### src/rtl/uart_receiver_pkg.sv
// Shared encodings and constants for the UART receive path.
package uart_receiver_pkg;

    typedef enum logic [1:0] {
        ST_IDLE  = 2'd0,
        ST_START = 2'd1,
        ST_DATA  = 2'd2,
        ST_STOP  = 2'd3
    } rx_state_e;

    localparam int OS_RATE   = 16;
    localparam int DATA_BITS = 8;

    localparam logic [3:0] OS_MID   = 4'd7;
    localparam logic [3:0] OS_LAST  = 4'(OS_RATE - 1);
    localparam logic [2:0] LAST_BIT = 3'(DATA_BITS - 1);

endpackage

### src/rtl/uart_receiver_sync_fifo.sv
// Small first-word-fall-through FIFO; full/empty derive from the occupancy count.
module uart_receiver_sync_fifo #(
    parameter int  WIDTH = 8,
    parameter int  DEPTH = 4,
    localparam int AW    = $clog2(DEPTH),
    localparam int CW    = $clog2(DEPTH) + 1
) (
    input  logic             clk,
    input  logic             reset,
    input  logic             push,
    input  logic             pop,
    input  logic [WIDTH-1:0] wdata,
    output logic [WIDTH-1:0] rdata,
    output logic [CW-1:0]    count,
    output logic             full,
    output logic             empty
);

    localparam logic [AW-1:0] PTR_ONE  = AW'(1);
    localparam logic [CW-1:0] CNT_ONE  = CW'(1);
    localparam logic [CW-1:0] CNT_FULL = CW'(DEPTH);

    logic [WIDTH-1:0] mem_q [DEPTH];
    logic [AW-1:0]    wr_ptr_q, wr_ptr_d;
    logic [AW-1:0]    rd_ptr_q, rd_ptr_d;
    logic [CW-1:0]    count_q, count_d;
    logic             do_push, do_pop;

    assign empty = (count_q == {CW{1'b0}});
    assign full  = (count_q == CNT_FULL);
    assign count = count_q;
    assign rdata = mem_q[rd_ptr_q];

    // A push into a full FIFO is only accepted when the head leaves in the same cycle.
    always_comb begin
        do_pop  = pop & ~empty;
        do_push = push & (~full | do_pop);
        if (do_push) begin
            wr_ptr_d = wr_ptr_q + PTR_ONE;
        end else begin
            wr_ptr_d = wr_ptr_q;
        end
        if (do_pop) begin
            rd_ptr_d = rd_ptr_q + PTR_ONE;
        end else begin
            rd_ptr_d = rd_ptr_q;
        end
        case ({do_push, do_pop})
            2'b10:   count_d = count_q + CNT_ONE;
            2'b01:   count_d = count_q - CNT_ONE;
            default: count_d = count_q;
        endcase
    end

    // Storage, pointers and occupancy.
    always_ff @(posedge clk) begin
        if (!reset) begin
            for (int i = 0; i < DEPTH; i++) begin
                mem_q[i] <= {WIDTH{1'b0}};
            end
            wr_ptr_q <= {AW{1'b0}};
            rd_ptr_q <= {AW{1'b0}};
            count_q  <= {CW{1'b0}};
        end else begin
            if (do_push) begin
                mem_q[wr_ptr_q] <= wdata;
            end
            wr_ptr_q <= wr_ptr_d;
            rd_ptr_q <= rd_ptr_d;
            count_q  <= count_d;
        end
    end

endmodule

### src/rtl/uart_receiver.sv
// 8N1 UART receiver: 16x oversampling front-end, frame decoder, receive FIFO and error flags.
module uart_receiver
    import uart_receiver_pkg::*;
#(
    parameter int  FIFO_DEPTH = 4,
    localparam int CW         = $clog2(FIFO_DEPTH) + 1
) (
    input  logic          clk,
    input  logic          reset,
    input  logic          uart_rx,
    input  logic          enable,
    input  logic [15:0]   baud_div,
    input  logic          rd_en,
    output logic [7:0]    rd_data,
    output logic          rx_valid,
    output logic [CW-1:0] fifo_count,
    output logic          frame_err,
    output logic          overrun_err,
    input  logic          clear_err,
    output logic          rx_irq
);

    rx_state_e   state_q, state_d;
    logic        sync1_q, sync1_d, sync2_q, sync2_d, rx_s;
    logic [15:0] div_cnt_q, div_cnt_d, div_lim_q, div_lim_d;
    logic [3:0]  os_cnt_q, os_cnt_d;
    logic [2:0]  bit_idx_q, bit_idx_d;
    logic [7:0]  shift_q, shift_d;
    logic        rx_irq_q, rx_irq_d;
    logic        frame_err_q, frame_err_d;
    logic        overrun_err_q, overrun_err_d;
    logic        run, tick, mid_start, sample_bit, sample_stop;
    logic        push, frame_set, overrun_set;
    logic        fifo_full, fifo_empty;

    assign rx_s = sync2_q;
    assign run  = enable & (state_q != ST_IDLE);
    assign tick = run & (div_cnt_q == div_lim_q);

    // FSM state register.
    always_ff @(posedge clk) begin
        if (!reset) begin
            state_q <= ST_IDLE;
        end else begin
            state_q <= state_d;
        end
    end

    // FSM next-state logic; dropping enable parks the receiver in IDLE.
    always_comb begin
        state_d = state_q;
        if (!enable) begin
            state_d = ST_IDLE;
        end else begin
            case (state_q)
                ST_IDLE:  state_d = rx_s ? ST_IDLE : ST_START;
                ST_START: state_d = mid_start ? (rx_s ? ST_IDLE : ST_DATA) : ST_START;
                ST_DATA:  state_d = (sample_bit && (bit_idx_q == LAST_BIT)) ? ST_STOP : ST_DATA;
                ST_STOP:  state_d = sample_stop ? ST_IDLE : ST_STOP;
                default:  state_d = ST_IDLE;
            endcase
        end
    end

    // FSM outputs: sampling strobes and the push/error events they produce.
    always_comb begin
        mid_start   = tick & (state_q == ST_START) & (os_cnt_q == OS_MID);
        sample_bit  = tick & (state_q == ST_DATA)  & (os_cnt_q == OS_LAST);
        sample_stop = tick & (state_q == ST_STOP)  & (os_cnt_q == OS_LAST);
        push        = sample_stop & rx_s;
        frame_set   = sample_stop & ~rx_s;
        overrun_set = push & fifo_full & ~rd_en;
        rx_irq_d    = push & ~overrun_set;
    end

    // Datapath: synchronizer, divider (limit reloads only at wrap), counters, shifter, flags.
    always_comb begin
        sync1_d = uart_rx;
        sync2_d = sync1_q;
        if (!run) begin
            div_cnt_d = 16'd0;
            div_lim_d = baud_div;
        end else if (tick) begin
            div_cnt_d = 16'd0;
            div_lim_d = baud_div;
        end else begin
            div_cnt_d = div_cnt_q + 16'd1;
            div_lim_d = div_lim_q;
        end
        if ((state_q == ST_IDLE) || !enable || mid_start) begin
            os_cnt_d = 4'd0;
        end else if (tick) begin
            os_cnt_d = os_cnt_q + 4'd1;
        end else begin
            os_cnt_d = os_cnt_q;
        end
        if (state_q != ST_DATA) begin
            bit_idx_d = 3'd0;
        end else if (sample_bit) begin
            bit_idx_d = bit_idx_q + 3'd1;
        end else begin
            bit_idx_d = bit_idx_q;
        end
        if (sample_bit) begin
            shift_d = {rx_s, shift_q[7:1]};
        end else begin
            shift_d = shift_q;
        end
        frame_err_d   = frame_set   | (frame_err_q   & ~clear_err);
        overrun_err_d = overrun_set | (overrun_err_q & ~clear_err);
    end

    // Datapath registers; the synchronizer resets to the idle line level.
    always_ff @(posedge clk) begin
        if (!reset) begin
            sync1_q       <= 1'b1;
            sync2_q       <= 1'b1;
            div_cnt_q     <= 16'd0;
            div_lim_q     <= 16'd0;
            os_cnt_q      <= 4'd0;
            bit_idx_q     <= 3'd0;
            shift_q       <= 8'd0;
            rx_irq_q      <= 1'b0;
            frame_err_q   <= 1'b0;
            overrun_err_q <= 1'b0;
        end else begin
            sync1_q       <= sync1_d;
            sync2_q       <= sync2_d;
            div_cnt_q     <= div_cnt_d;
            div_lim_q     <= div_lim_d;
            os_cnt_q      <= os_cnt_d;
            bit_idx_q     <= bit_idx_d;
            shift_q       <= shift_d;
            rx_irq_q      <= rx_irq_d;
            frame_err_q   <= frame_err_d;
            overrun_err_q <= overrun_err_d;
        end
    end

    uart_receiver_sync_fifo #(
        .WIDTH (8),
        .DEPTH (FIFO_DEPTH)
    ) u_fifo (
        .clk   (clk),
        .reset (reset),
        .push  (push),
        .pop   (rd_en),
        .wdata (shift_q),
        .rdata (rd_data),
        .count (fifo_count),
        .full  (fifo_full),
        .empty (fifo_empty)
    );

    assign rx_valid    = ~fifo_empty;
    assign rx_irq      = rx_irq_q;
    assign frame_err   = frame_err_q;
    assign overrun_err = overrun_err_q;

endmodule

### config.mk
export PLATFORM = sky130hd
export DESIGN_NAME = uart_receiver
export DESIGN_NICKNAME = d
export VERILOG_FILES = /design/src/rtl/uart_receiver_pkg.sv /design/src/rtl/uart_receiver_sync_fifo.sv /design/src/rtl/uart_receiver.sv
export SDC_FILE = /design/constraint.sdc
export NUM_CORES = 1
export LEC_CHECK = 0
export ABC_AREA = 1
export CORE_ASPECT_RATIO = 1.25
export CORE_MARGIN = 4
export CORE_UTILIZATION = 62
export CTS_CLUSTER_SIZE = 12
export DETAILED_ROUTE_END_ITERATION = 16
export GPL_ROUTABILITY_DRIVEN = 0
export PLACE_DENSITY_LB_ADDON = 0.1
export SLEW_MARGIN = 20
export SYNTH_ARGS = -nofsm -noshare
export SYNTH_HDL_FRONTEND = slang
export SYNTH_SLANG_ARGS = --single-unit
### constraint.sdc
create_clock -name clk -period 6.1 [get_ports clk]
set_input_delay 1.83 -clock clk [delete_from_list [all_inputs] [get_ports clk]]
set_output_delay 1.83 -clock clk [all_outputs]
set_load 0.005 [all_outputs]
Word level (Yosys, flattened, before mapping) --
Memory sizes are Yosys's and may differ from the RTL's. A register that Yosys moved wholly into a read port is not among the register bits. Cells that the tools add are included.
Storage, ports and cells: register bits after elaboration 61, bits in writable memories 32, output and inout bits 15, memories kept 1
Memory list:
- u_fifo.mem_q | depth 4, width 8, rd ports 1, clocked after Yosys merged registers in 1, wr ports 4, RTL line uart_receiver_sync_fifo.sv:23 | logic [WIDTH-1:0] mem_q [DEPTH];
Operators by class: add/subtract/negate cells 7, equality and inequality tests 12, mux-type cells 18, bitwise gates (word level) 28, reduce and logical (&&, ||, !) cells 13
Operators by type and width (count):
- $mux W16 | 2
- $and A1 B1 Y1 | 17
- $add A16 B1 Y16 const B | 1
- $eq A16 B16 Y1 | 1
- $mux W2 | 6
- $mux W8 | 1
- $not A1 Y1 | 8
- $pmux W2 S4 | 1
- $reduce_or A8 Y1 | 1
- $mux W1 | 7
- $add A3 B1 Y3 const B | 2
- $eq A2 B2 Y1 const B | 3
- $eq A3 B3 Y1 const B | 2
- $pmux W3 S2 | 1
- $add A2 B1 Y2 const B | 2
- $add A4 B1 Y4 const B | 1
- $eq A2 B1 Y1 const B | 2
- $eq A4 B3 Y1 const B | 1
- $eq A4 B4 Y1 const B | 1
- $reduce_bool A2 Y1 | 2
- $reduce_or A2 Y1 | 2
- $logic_not A3 Y1 | 1
- $or A1 B1 Y1 | 3
- $reduce_or A3 Y1 | 1
- 8 further kinds | 9

Depth between registers and ports, before layout --
Gate-level depths: netlist of run 1.
depth after elaboration 12, depth in mapped cells 16, gate-level depth less buffers 16

Modules after synthesis --
A second synthesis of run 1 with hierarchy kept.
Second synthesis, totals: cell total of the unflattened synthesis 546, area total of the unflattened synthesis 4444.3 sq um
Modules (own cells, without submodules):
- uart_receiver | instances 1, cells an instance 359, area an instance 2533.7 sq um, seq. area each 1081.0 sq um
- uart_receiver_sync_fifo | instances 1, cells an instance 187, area an instance 1910.6 sq um, seq. area each 1141.1 sq um

Least setup slack after synthesis of run 1 --
No wires, ideal clock.
path kind input-to-reg, from in enable, to mem u_fifo.mem_q[1][0], enable pin, setup time 384 ps, arrival time 3100 ps, required time 5716 ps, setup slack 2616 ps, stages 6, path buffers 0, cell sequence nand2_1 > inv_1 > nand3_4 > nor3_1 > nand3_1 > o21ai_0
RTL lines:
- start, declared | RTL line uart_receiver.sv:11 | input logic enable,
- end, declared | RTL line uart_receiver_sync_fifo.sv:23

==> results.json, run 1 <==
{
  "outcome": "finished clean",
  "clk_pin_slew_ns": 0.11,
  "grt_usage_pct": 22.9,
  "crit_family": "buffers and inverters",
  "finalCritPeriodShare_pct": 66.9,
  "dpl-instance-area_um2": 4690,
  "setup_tns_ns": 0,
  "gr-usage-met1_pct": 24.2,
  "clk_latency_ns": 0.36,
  "hold_buffers": 0,
  "crit_slowest_cell": "dfxtp_1",
  "core-area_um2": 6650,
  "die-area_um2": 8300,
  "path_buf_inv": 2,
  "syn_nets": 543,
  "std_cell_rows": 33,
  "multiInputGateArea_um2": 1730,
  "yosysTopAreaCell": "dfxtp_1",
  "fin_cells": 644,
  "async_flop_share_pct": 0,
  "cts_tree": "done",
  "hpwl_um": 6690,
  "drt_iter0_drc": 130,
  "synth-edff-count": 32,
  "die_width_um": 82.3,
  "drive_gt1_share_pct": 8.62,
  "p_leak_nw": 1.81,
  "drv_slew": 0,
  "ir_worst_vdd_v": 0.000180,
  "use_met2_pct": 43.8,
  "post-place-cells": 628,
  "cts_root_buf": "clkbuf_8",
  "start_util_pct": 64.4,
  "setup_viol": 0,
  "cpPeakStageDelay_ns": 0.61,
  "fin_crit_ns": 4.08,
  "syn2layout_area_growth_pct": 14.0,
  "relSlewSlack_pct": 55.6,
  "clk_path_buf_depth": 2,
  "fin_skew_ns": 0.0120,
  "avgSynthCellArea_um2": 8.29,
  "syn_area_um2": 4280,
  "io_buffer_count": 36,
  "min_path_type": "register to register",
  "worst_setup_path_start_kind": "register",
  "worstPathArrival_ns": 2.25,
  "worst-endpoint-required_ns": 4.27,
  "seq_area_frac_synth_pct": 51.9,
  "criticalPathCategory": "register to output pin",
  "routed_wl_um": 8760,
  "dp_slack_ns": 1.78,
  "postCtsSetupBuffers": 0,
  "grt_max_degree": 38,
  "ys_warn_count": 0,
  "h-tree-depth": 3,
  "ys_types": 36,
  "wl_per_cell_um": 13.6,
  "max_slew.worst_pin.slew_ns": 0.661,
  "synthTopCellsByArea": "dfxtp_1 (29%), edfxtp_1 (22%), nor2_1 (7.5%), nand2_1 (6.5%), o21ai_0 (6.0%)",
  "path_cells": "inv_1, o21ai_0, o22ai_1, clkdlybuf4s50_1",
  "stdcell_area_um2": 4880,
  "grt-busiest-layer": "met2",
  "synth_top_flop_cell": "dfxtp_1",
  "critPathCaptureType": "output pin",
  "p_per_area_nw_per_um2": 276,
  "setup_ws_ns": 2.02,
  "vias_per_cell": 5.24,
  "final_nets": 579,
  "grt_pass1_wl_um": 14400,
  "drt-pass1-iter-count": 4,
  "vias": 3373,
  "ctsResizeCount": 0,
  "rsz0062_at_grt": "false",
  "ioPinCount": 37,
  "dieHeight_um": 101,
  "use_met3_pct": 3.94,
  "n_fill_cell": 518,
  "ys_seq_elements": 95,
  "antenna_found_initial": 0,
  "max_freq_mhz": 245,
  "maxCapViolations": 0,
  "final_hold_viol_count": 0,
  "ant_nets": 0,
  "crit_path_max_fanout": 17,
  "antennaDiodeCount": 0,
  "drc": 0,
  "seq_area_um2": 2220,
  "cts_sinks": 95,
  "total_power_mw": 1.35,
  "grt_overflow_total": 0,
  "syn_inst": 516,
  "synth_top_area_share_pct": 29.5,
  "first_global_vias": 3271,
  "cts_buffers": 9
}
## worst paths after layout
check                     startpoint                          endpoint  slack, ns  cells after the start
min               sync1_q$_SDFF_PN1_                   rx_s$_SDFF_PN1_       0.42                      1
min reg2reg       sync1_q$_SDFF_PN1_                   rx_s$_SDFF_PN1_       0.42                      1
max reg2reg  div_cnt_q[6]$_SDFF_PP0_  u_fifo.mem_q[0][6]$_SDFFCE_PN0P_       3.58                     14
max                         register                        rd_data[3]       2.02                      4
## flip-flops by register name, summed over array words and instances, names as in the netlist, named ones only
signal           cells
frame_err            1
u_fifo.count         3
u_fifo.rd_ptr_q      2
div_cnt_q           16
overrun_err          1
state_q              2
shift_q              8
sync1_q              1
u_fifo.mem_q        32
rx_s                 1
bit_idx_q            3
rx_irq               1
os_cnt_q             4
div_lim_q           16
u_fifo.wr_ptr_q      2
## where the power goes
part / switching [mW] / total [mW] / internal (mW)
combinational: 0.127 / 0.243 / 0.116
clock: 0.235 / 0.392 / 0.157
sequential: 0.0288 / 0.714 / 0.685
total: 0.390 / 1.35 / 0.959
## cell families (layout without fill, tap and decap cells)
| kind of cell | count (synthesis) | after routing | synth area share (%) |
|---|---|---|---|
| xor gates and xnor gates | 9 | 9 | 1.84 |
| DFF | 95 | 95 | 51.9 |
| AOI/OAI and AO/OA | 104 | 104 | 12.8 |
| buffers and inverters | 81 | 122 | 7.57 |
| adders and majority gates | 5 | 5 | 1.64 |
| and+or+nand+nor | 222 | 222 | 24.2 |
## cells in the mapped netlist (2+ instances only)
cell,instances
inv_2,9
buf_2,3
nand3_1,13
o21a_1,2
o21ai_0,51
clkbuf_1,7
nor3b_1,4
clkinv_1,2
o21ai_1,4
ha_1,4
dfxtp_1,63
nor2_4,5
buf_6,2
inv_1,57
nor2_1,85
edfxtp_1,32
xor2_1,9
o22ai_1,8
nor3_1,20
nor2_2,2
nand4_1,4
nand2_2,2
nand3_4,2
nand2_1,74
nor3_2,7
or2_2,2
a21oi_1,34
## layout by cell type (no fill, tap or decap), types with 2 or more instances in the layout
cell type        netlist  final
nor2_1                85     85
nand2_1               74     74
dfxtp_1               63     63
inv_1                 57     57
o21ai_0               51     49
clkdlybuf4s50_1        0     36
a21oi_1               34     34
edfxtp_1              32     32
nor3_1                20     20
nand3_1               13     13
xor2_1                 9      9
inv_2                  9      9
clkbuf_8               0      9
o22ai_1                8      8
nor3_2                 7      7
o21ai_1                4      6
nor2_4                 5      5
nand4_1                4      4
nor3b_1                4      4
ha_1                   4      4
nand3_4                2      2
nand2_2                2      2
clkinv_1               2      2
nor2_2                 2      2
o21a_1                 2      2
or2_2                  2      2
inv_6                  0      2
clkinvlp_4             0      2
inv_8                  0      2
## per-stage QoR
stage | hold WS [ns] | util, %
global placement | 0.401 | 70.6
global route | 0.460 | 73.4
floorplan | 0.393 | -
CTS | 0.431 | 73.4
detailed placement | 0.401 | 70.6
finish | 0.424 | 73.4
## routing by layer
layer / routed length [um] / up-vias
li1: - / 1763
met2: 4860 / 59
met4: 187 / 0
met3: 217 / 18
met1: 3490 / 1533
met5: 0 / -
## area by class of cell
cell class                      instances  share of cell area [%]
Multi-Input combinational cell        340                    35.5
Inverter                               69                    5.33
Clock buffer                            9                    2.54
Sequential cell                        95                    45.5
Tap cell                               87                    2.23
Timing Repair Buffer                   37                    7.54
Clock inverter                          7                    1.31
Power figures use the tool's default switching activity.
==> inputs of run 2 (changes only) <==
--- a/config.mk
+++ b/config.mk
@@ -8,7 +8,7 @@
 export ABC_AREA = 1
 export CORE_ASPECT_RATIO = 1.25
 export CORE_MARGIN = 4
-export CORE_UTILIZATION = 62
+export CORE_UTILIZATION = 57
 export CTS_CLUSTER_SIZE = 12
 export DETAILED_ROUTE_END_ITERATION = 16
 export GPL_ROUTABILITY_DRIVEN = 0
==> constraint.sdc (replaced) <==
create_clock -name clk -period 4.2 [get_ports clk]
set_input_delay 1.26 -clock clk [delete_from_list [all_inputs] [get_ports clk]]
set_output_delay 1.26 -clock clk [all_outputs]
set_load 0.005 [all_outputs]
==> run 2 against run 1 <==
  * Sequential share of layout area shrank 0.28 points
  * Setup slack lost 1.4 ns
  * First-iteration DRC count grew 22%
  * Non-clock buffer count grew 2
  * Clock skew shrank 0.0021 ns
  * Global-route usage shrank 3.0 points
  * Power grew 48%
  * Clock-buffer cell count grew 1
  * Sequential power grew 46%
  * Die area grew 8.0%
  * Combinational power grew 45%
  * Largest cell class unchanged
==> results.json, run 2 (synthesis gave the netlist of run 1 again) <==
{
  "grt_pass1_wl_um": 14200,
  "hpwl_um": 6670,
  "p_per_area_nw_per_um2": 405,
  "vias_per_cell": 5.26,
  "cts_tree": "done",
  "postCtsSetupBuffers": 0,
  "worst_setup_path_start_kind": "register",
  "drc": 0,
  "dieHeight_um": 105,
  "finalCritPeriodShare_pct": 84.2,
  "start_util_pct": 58.2,
  "cts_buffers": 9,
  "outcome": "finished clean",
  "die-area_um2": 8970,
  "vias": 3423,
  "die_width_um": 85.5,
  "met2_length_um": 4830,
  "wl_per_cell_um": 13.4,
  "p_sw_share_pct": 27.4,
  "pwr-share-seq_pct": 52.1,
  "hold_buffers": 0,
  "routed_wl_um": 8710,
  "drt_iter0_drc": 158,
  "core-area_um2": 7360,
  "p_int_mw": 1.45,
  "antennaDiodeCount": 0,
  "final_common_cell": "nor2_1",
  "setup_viol": 0,
  "first_global_vias": 3183,
  "grt_overflow_total": 0,
  "ioPinCount": 37,
  "routed.top_layer": "met4",
  "antenna_found_initial": 0,
  "drt-met1-wl_um": 3410,
  "dr_wl_met3_um": 308,
  "p_leak_nw": 1.83,
  "relSlewSlack_pct": 63.4,
  "grt_usage_pct": 19.9,
  "final_cell_mix": "nor2_1 (85), nand2_1 (74), dfxtp_1 (63)",
  "min_path_type": "register to register",
  "reg2reg_setup_slack_ns": 1.72,
  "drv_slew": 0,
  "h-tree-depth": 3,
  "worstPathArrival_ns": 2.28,
  "drive_gt1_share_pct": 8.77,
  "worst-endpoint-required_ns": 2.94,
  "largest_register_ffs": 32,
  "final_hold_viol_count": 0,
  "fin_crit_ns": 3.54,
  "grt_max_degree": 37,
  "clkPwrFrac_pct": 30.3,
  "syn2layout_area_growth_pct": 14.7,
  "cts_root_buf": "clkbuf_8",
  "critPathCaptureType": "output pin",
  "rsz0062_at_grt": "false",
  "final_nets": 581,
  "p_comb_share_pct": 17.7,
  "setup_tns_ns": 0,
  "drt-pass1-iter-count": 4,
  "max_freq_mhz": 283,
  "largest_registers": "u_fifo.mem_q x32, div_cnt_q x16, div_lim_q x16",
  "std_cell_rows": 35,
  "stdcell_area_um2": 4910,
  "max_slew.worst_pin.slew_ns": 0.548,
  "io_buffer_count": 36,
  "clk_path_buf_depth": 2,
  "clk_latency_ns": 0.35,
  "ant_nets": 0,
  "crit_path_max_fanout": 17,
  "n_fill_cell": 631,
  "maxCapViolations": 0,
  "cts_sinks": 95,
  "power.switching_mw": 0.545,
  "fin_skew_ns": 0.00985,
  "clk_pin_slew_ns": 0.09,
  "dpl-instance-area_um2": 4710,
  "ctsResizeCount": 0,
  "ir_worst_vdd_v": 0.000231,
  "criticalPathCategory": "register to output pin",
  "regMostFlops": "u_fifo.mem_q"
}
## run 2: power groups by stage
| stage | logic, mW | registers (mW) | clock network [mW] |
|---|---|---|---|
| after floorplan | 0.193 | 1.04 | 0 |
| after global placement | 0.349 | 1.06 | 0 |
| after detailed placement | 0.357 | 1.06 | 0 |
| after CTS | 0.358 | 1.04 | 0.610 |
| after global routing | 0.395 | 1.04 | 0.644 |
| final | 0.352 | 1.04 | 0.602 |
## run 2: final timing paths
check / to / from / cells after the start
max: rd_data[3] / register / 4
min: rx_s$_SDFF_PN1_ / sync1_q$_SDFF_PN1_ / 1
max reg2reg: u_fifo.mem_q[0][5]$_SDFFCE_PN0P_ / div_cnt_q[2]$_SDFF_PP0_ / 14
min reg2reg: rx_s$_SDFF_PN1_ / sync1_q$_SDFF_PN1_ / 1
## run 2: per-layer routing
| layer | vias up | GRT usage (%) |
|---|---|---|
| met4 | 0 | 8.71 |
| met2 | 76 | 38.0 |
| met1 | 1565 | 21.5 |
| met5 | - | 0 |
| met3 | 16 | 2.29 |
| li1 | 1766 | - |
## run 2: worst max-delay path: stages (launching register included)
cell and delay (ns):
dfxtp_1 0.62, inv_1 0.32, o21ai_0 0.38, o22ai_1 0.13
clkdlybuf4s50_1 0.46
## run 2: layout make-up
cell class / instances / area [um2] / area share [%]
Clock inverter: 6 / 68.8 / 1.40
Timing Repair Buffer: 39 / 383 / 7.80
Clock buffer: 10 / 128 / 2.60
Sequential cell: 95 / 2220 / 45.3
Inverter: 69 / 260 / 5.30
Multi-Input combinational cell: 340 / 1730 / 35.3
Tap cell: 92 / 115 / 2.34
## run 2: through the flow
step                total power, mW  std cells  utilization [%]  worst slack [ns]  hold slack (ns)
floorplan                      1.23        516                -              1.29            0.393
global placement               1.41        635             64.1             0.774            0.403
detailed placement             1.42        635             64.1             0.712            0.417
CTS                            2.01        651             66.7             0.573            0.436
global route                   2.08        651             66.7             0.450            0.449
finish                         1.99        651             66.7             0.664            0.428
==> inputs of run 3 (changes only) <==
--- a/config.mk
+++ b/config.mk
@@ -8,7 +8,7 @@
 export ABC_AREA = 1
 export CORE_ASPECT_RATIO = 1.25
 export CORE_MARGIN = 4
-export CORE_UTILIZATION = 57
+export CORE_UTILIZATION = 52
 export CTS_CLUSTER_SIZE = 12
 export DETAILED_ROUTE_END_ITERATION = 16
 export GPL_ROUTABILITY_DRIVEN = 0
==> constraint.sdc (replaced) <==
create_clock -name clk -period 2.8 [get_ports clk]
set_input_delay 0.84 -clock clk [delete_from_list [all_inputs] [get_ports clk]]
set_output_delay 0.84 -clock clk [all_outputs]
set_load 0.005 [all_outputs]
==> run 3 against run 2 <==
  * Setup slack worse by 0.64 ns
  * Sequential share of layout area is 0.61 points lower
  * Routed wire length is 0.78% higher
  * Sequential power is 48% higher
  * Die area is 8.8% higher
  * Cell count is 2.3% higher
  * Clock skew is 0.0023 ns lower
  * Non-clock buffer count is 12 higher
  * First-iteration DRC count is 5.7% higher
  * Critical path type unchanged
  * Largest cell class unchanged
  * Largest power group unchanged
  * Highest routed layer unchanged
==> results.json, run 3 (synthesis gave the netlist of run 1 again) <==
{
  "vias": 3429,
  "grt_usage_pct": 19.6,
  "wl_per_cell_um": 13.2,
  "final_nets": 593,
  "grt_max_degree": 29,
  "ctsResizeCount": 0,
  "routed_wl_um": 8780,
  "cts_tree": "done",
  "setup_viol": 0,
  "power.switching_mw": 0.786,
  "antennaDiodeCount": 0,
  "criticalPathCategory": "register to output pin",
  "p_int_mw": 2.11,
  "cts_sinks": 95,
  "multiInputGateArea_um2": 1730,
  "ir_worst_vdd_v": 0.000331,
  "p_sw_share_pct": 27.1,
  "largest_register_ffs": 32,
  "drt_iter0_drc": 167,
  "io_buffer_count": 36,
  "p_comb_share_pct": 19.9,
  "reg2reg_setup_slack_ns": 0.59,
  "min_path_type": "register to register",
  "holdPathEnd": "rx_s$_SDFF_PN1_",
  "largest_registers": "u_fifo.mem_q x32, div_cnt_q x16, div_lim_q x16",
  "crit_slowest_cell": "clkdlybuf4s50_1",
  "worstPathArrival_ns": 1.94,
  "n_fill_cell": 692,
  "relSlewSlack_pct": 63.5,
  "r2r-start": "div_cnt_q[3]$_SDFF_PP0_",
  "outcome": "finished clean",
  "max_slew.worst_pin.slew_ns": 0.545,
  "clkPwrFrac_pct": 27.0,
  "core-area_um2": 7930,
  "hpwl_um": 6780,
  "p_leak_nw": 1.87,
  "antenna_found_initial": 0,
  "fin_crit_ns": 2.78,
  "stdcell_area_um2": 4980,
  "drt-pass1-iter-count": 4,
  "die-area_um2": 9750,
  "vias_per_cell": 5.15,
  "maxCapViolations": 0,
  "pwr-share-seq_pct": 53.1,
  "first_global_vias": 3339,
  "drive_gt1_share_pct": 10.5,
  "cts_buffers": 9,
  "p_per_area_nw_per_um2": 582,
  "clk_pin_slew_ns": 0.09,
  "syn2layout_area_growth_pct": 16.3,
  "final_hold_viol_count": 0,
  "clk_latency_ns": 0.36,
  "ff2ff_path_depth": 14,
  "ant_nets": 0,
  "min_from": "sync1_q$_SDFF_PN1_",
  "ioPinCount": 37,
  "drc": 0,
  "max_freq_mhz": 360,
  "whs_path_depth": 1,
  "rr_endpoint": "u_fifo.mem_q[0][5]$_SDFFCE_PN0P_",
  "hold_buffers": 0,
  "dpl-instance-area_um2": 4810,
  "crit_path_max_fanout": 13,
  "setup_tns_ns": 0,
  "regMostFlops": "u_fifo.mem_q",
  "finalCritPeriodShare_pct": 99.3,
  "cpPeakStageDelay_ns": 0.46,
  "rsz0062_at_grt": "true",
  "die_width_um": 89.1,
  "std_cell_rows": 36,
  "dieHeight_um": 109,
  "grt_pass1_wl_um": 14600,
  "worst-endpoint-required_ns": 1.96,
  "start_util_pct": 54.0,
  "drv_slew": 0,
  "fin_skew_ns": 0.00753,
  "final_common_cell": "nor2_1",
  "h-tree-depth": 3,
  "critPathCaptureType": "output pin",
  "cts_root_buf": "clkbuf_8",
  "seq_area_um2": 2220,
  "path_cells": "clkinvlp_4, o21ai_0, o22ai_1, clkdlybuf4s50_1",
  "worst_setup_path_start_kind": "register",
  "final_cell_mix": "nor2_1 (85), nand2_1 (74), dfxtp_1 (63)",
  "postCtsSetupBuffers": 0,
  "clk_path_buf_depth": 2,
  "grt_overflow_total": 0
}
==> run 3: metrics by stage <==
step,std cells,total power [mW],worst slack [ns],util (%),hold WS [ns]
after floorplan,516,1.85,0.306,-,0.393
after global routing,666,3.05,-0.00612,62.8,0.444
after CTS,666,2.92,0.0399,62.7,0.427
final,666,2.90,0.0204,62.8,0.419
after detailed placement,650,2.15,0.00753,60.6,0.407
after global placement,650,2.13,0.0814,60.6,0.405
==> run 3: cell type report <==
type                            count  area share, %
Clock buffer                       12           2.92
Clock inverter                      4          0.427
Inverter                           69           5.30
Multi-Input combinational cell    340           34.8
Sequential cell                    95           44.6
Tap cell                           95           2.39
Timing Repair Buffer               51           9.50
==> run 3: critical path, delay by kind of cell, from the launching register on <==
family	cells	cell delay (ns)
AO/OA/AOI/OAI	2	0.51
buffers and inverters	2	0.69
flip-flops	1	0.38
==> run 3: power by group through the flow <==
stage,clock [mW],combinational [mW],sequential (mW)
2_1_floorplan,0,0.289,1.56
3_3_place_gp,0,0.563,1.57
6_report,0.781,0.578,1.54
3_5_place_dp,0,0.581,1.57
4_1_cts,0.804,0.582,1.54
5_1_grt,0.848,0.647,1.55
==> run 3: layer usage <==
layer	vias up	wire length, um	GRT usage [%]
met4	0	159	7.66
li1	1797	-	-
met5	-	0	0
met3	12	219	3.45
met1	1579	3560	20.1
met2	41	4840	37.9
==> run 3: worst max path at each step <==
stage	startpoint	to	slack, ns	depth (start not counted)
finish	register	rd_data[0]	0.02	4
global route	register	rd_data[0]	-0.006	4
CTS	register	rd_data[2]	0.04	4
detailed placement	enable	u_fifo.mem_q[0][2]$_SDFFCE_PN0P_	0.008	11
global placement	enable	u_fifo.mem_q[0][2]$_SDFFCE_PN0P_	0.08	11
floorplan	enable	u_fifo.mem_q[1][0]$_SDFFCE_PN0P_	0.31	6
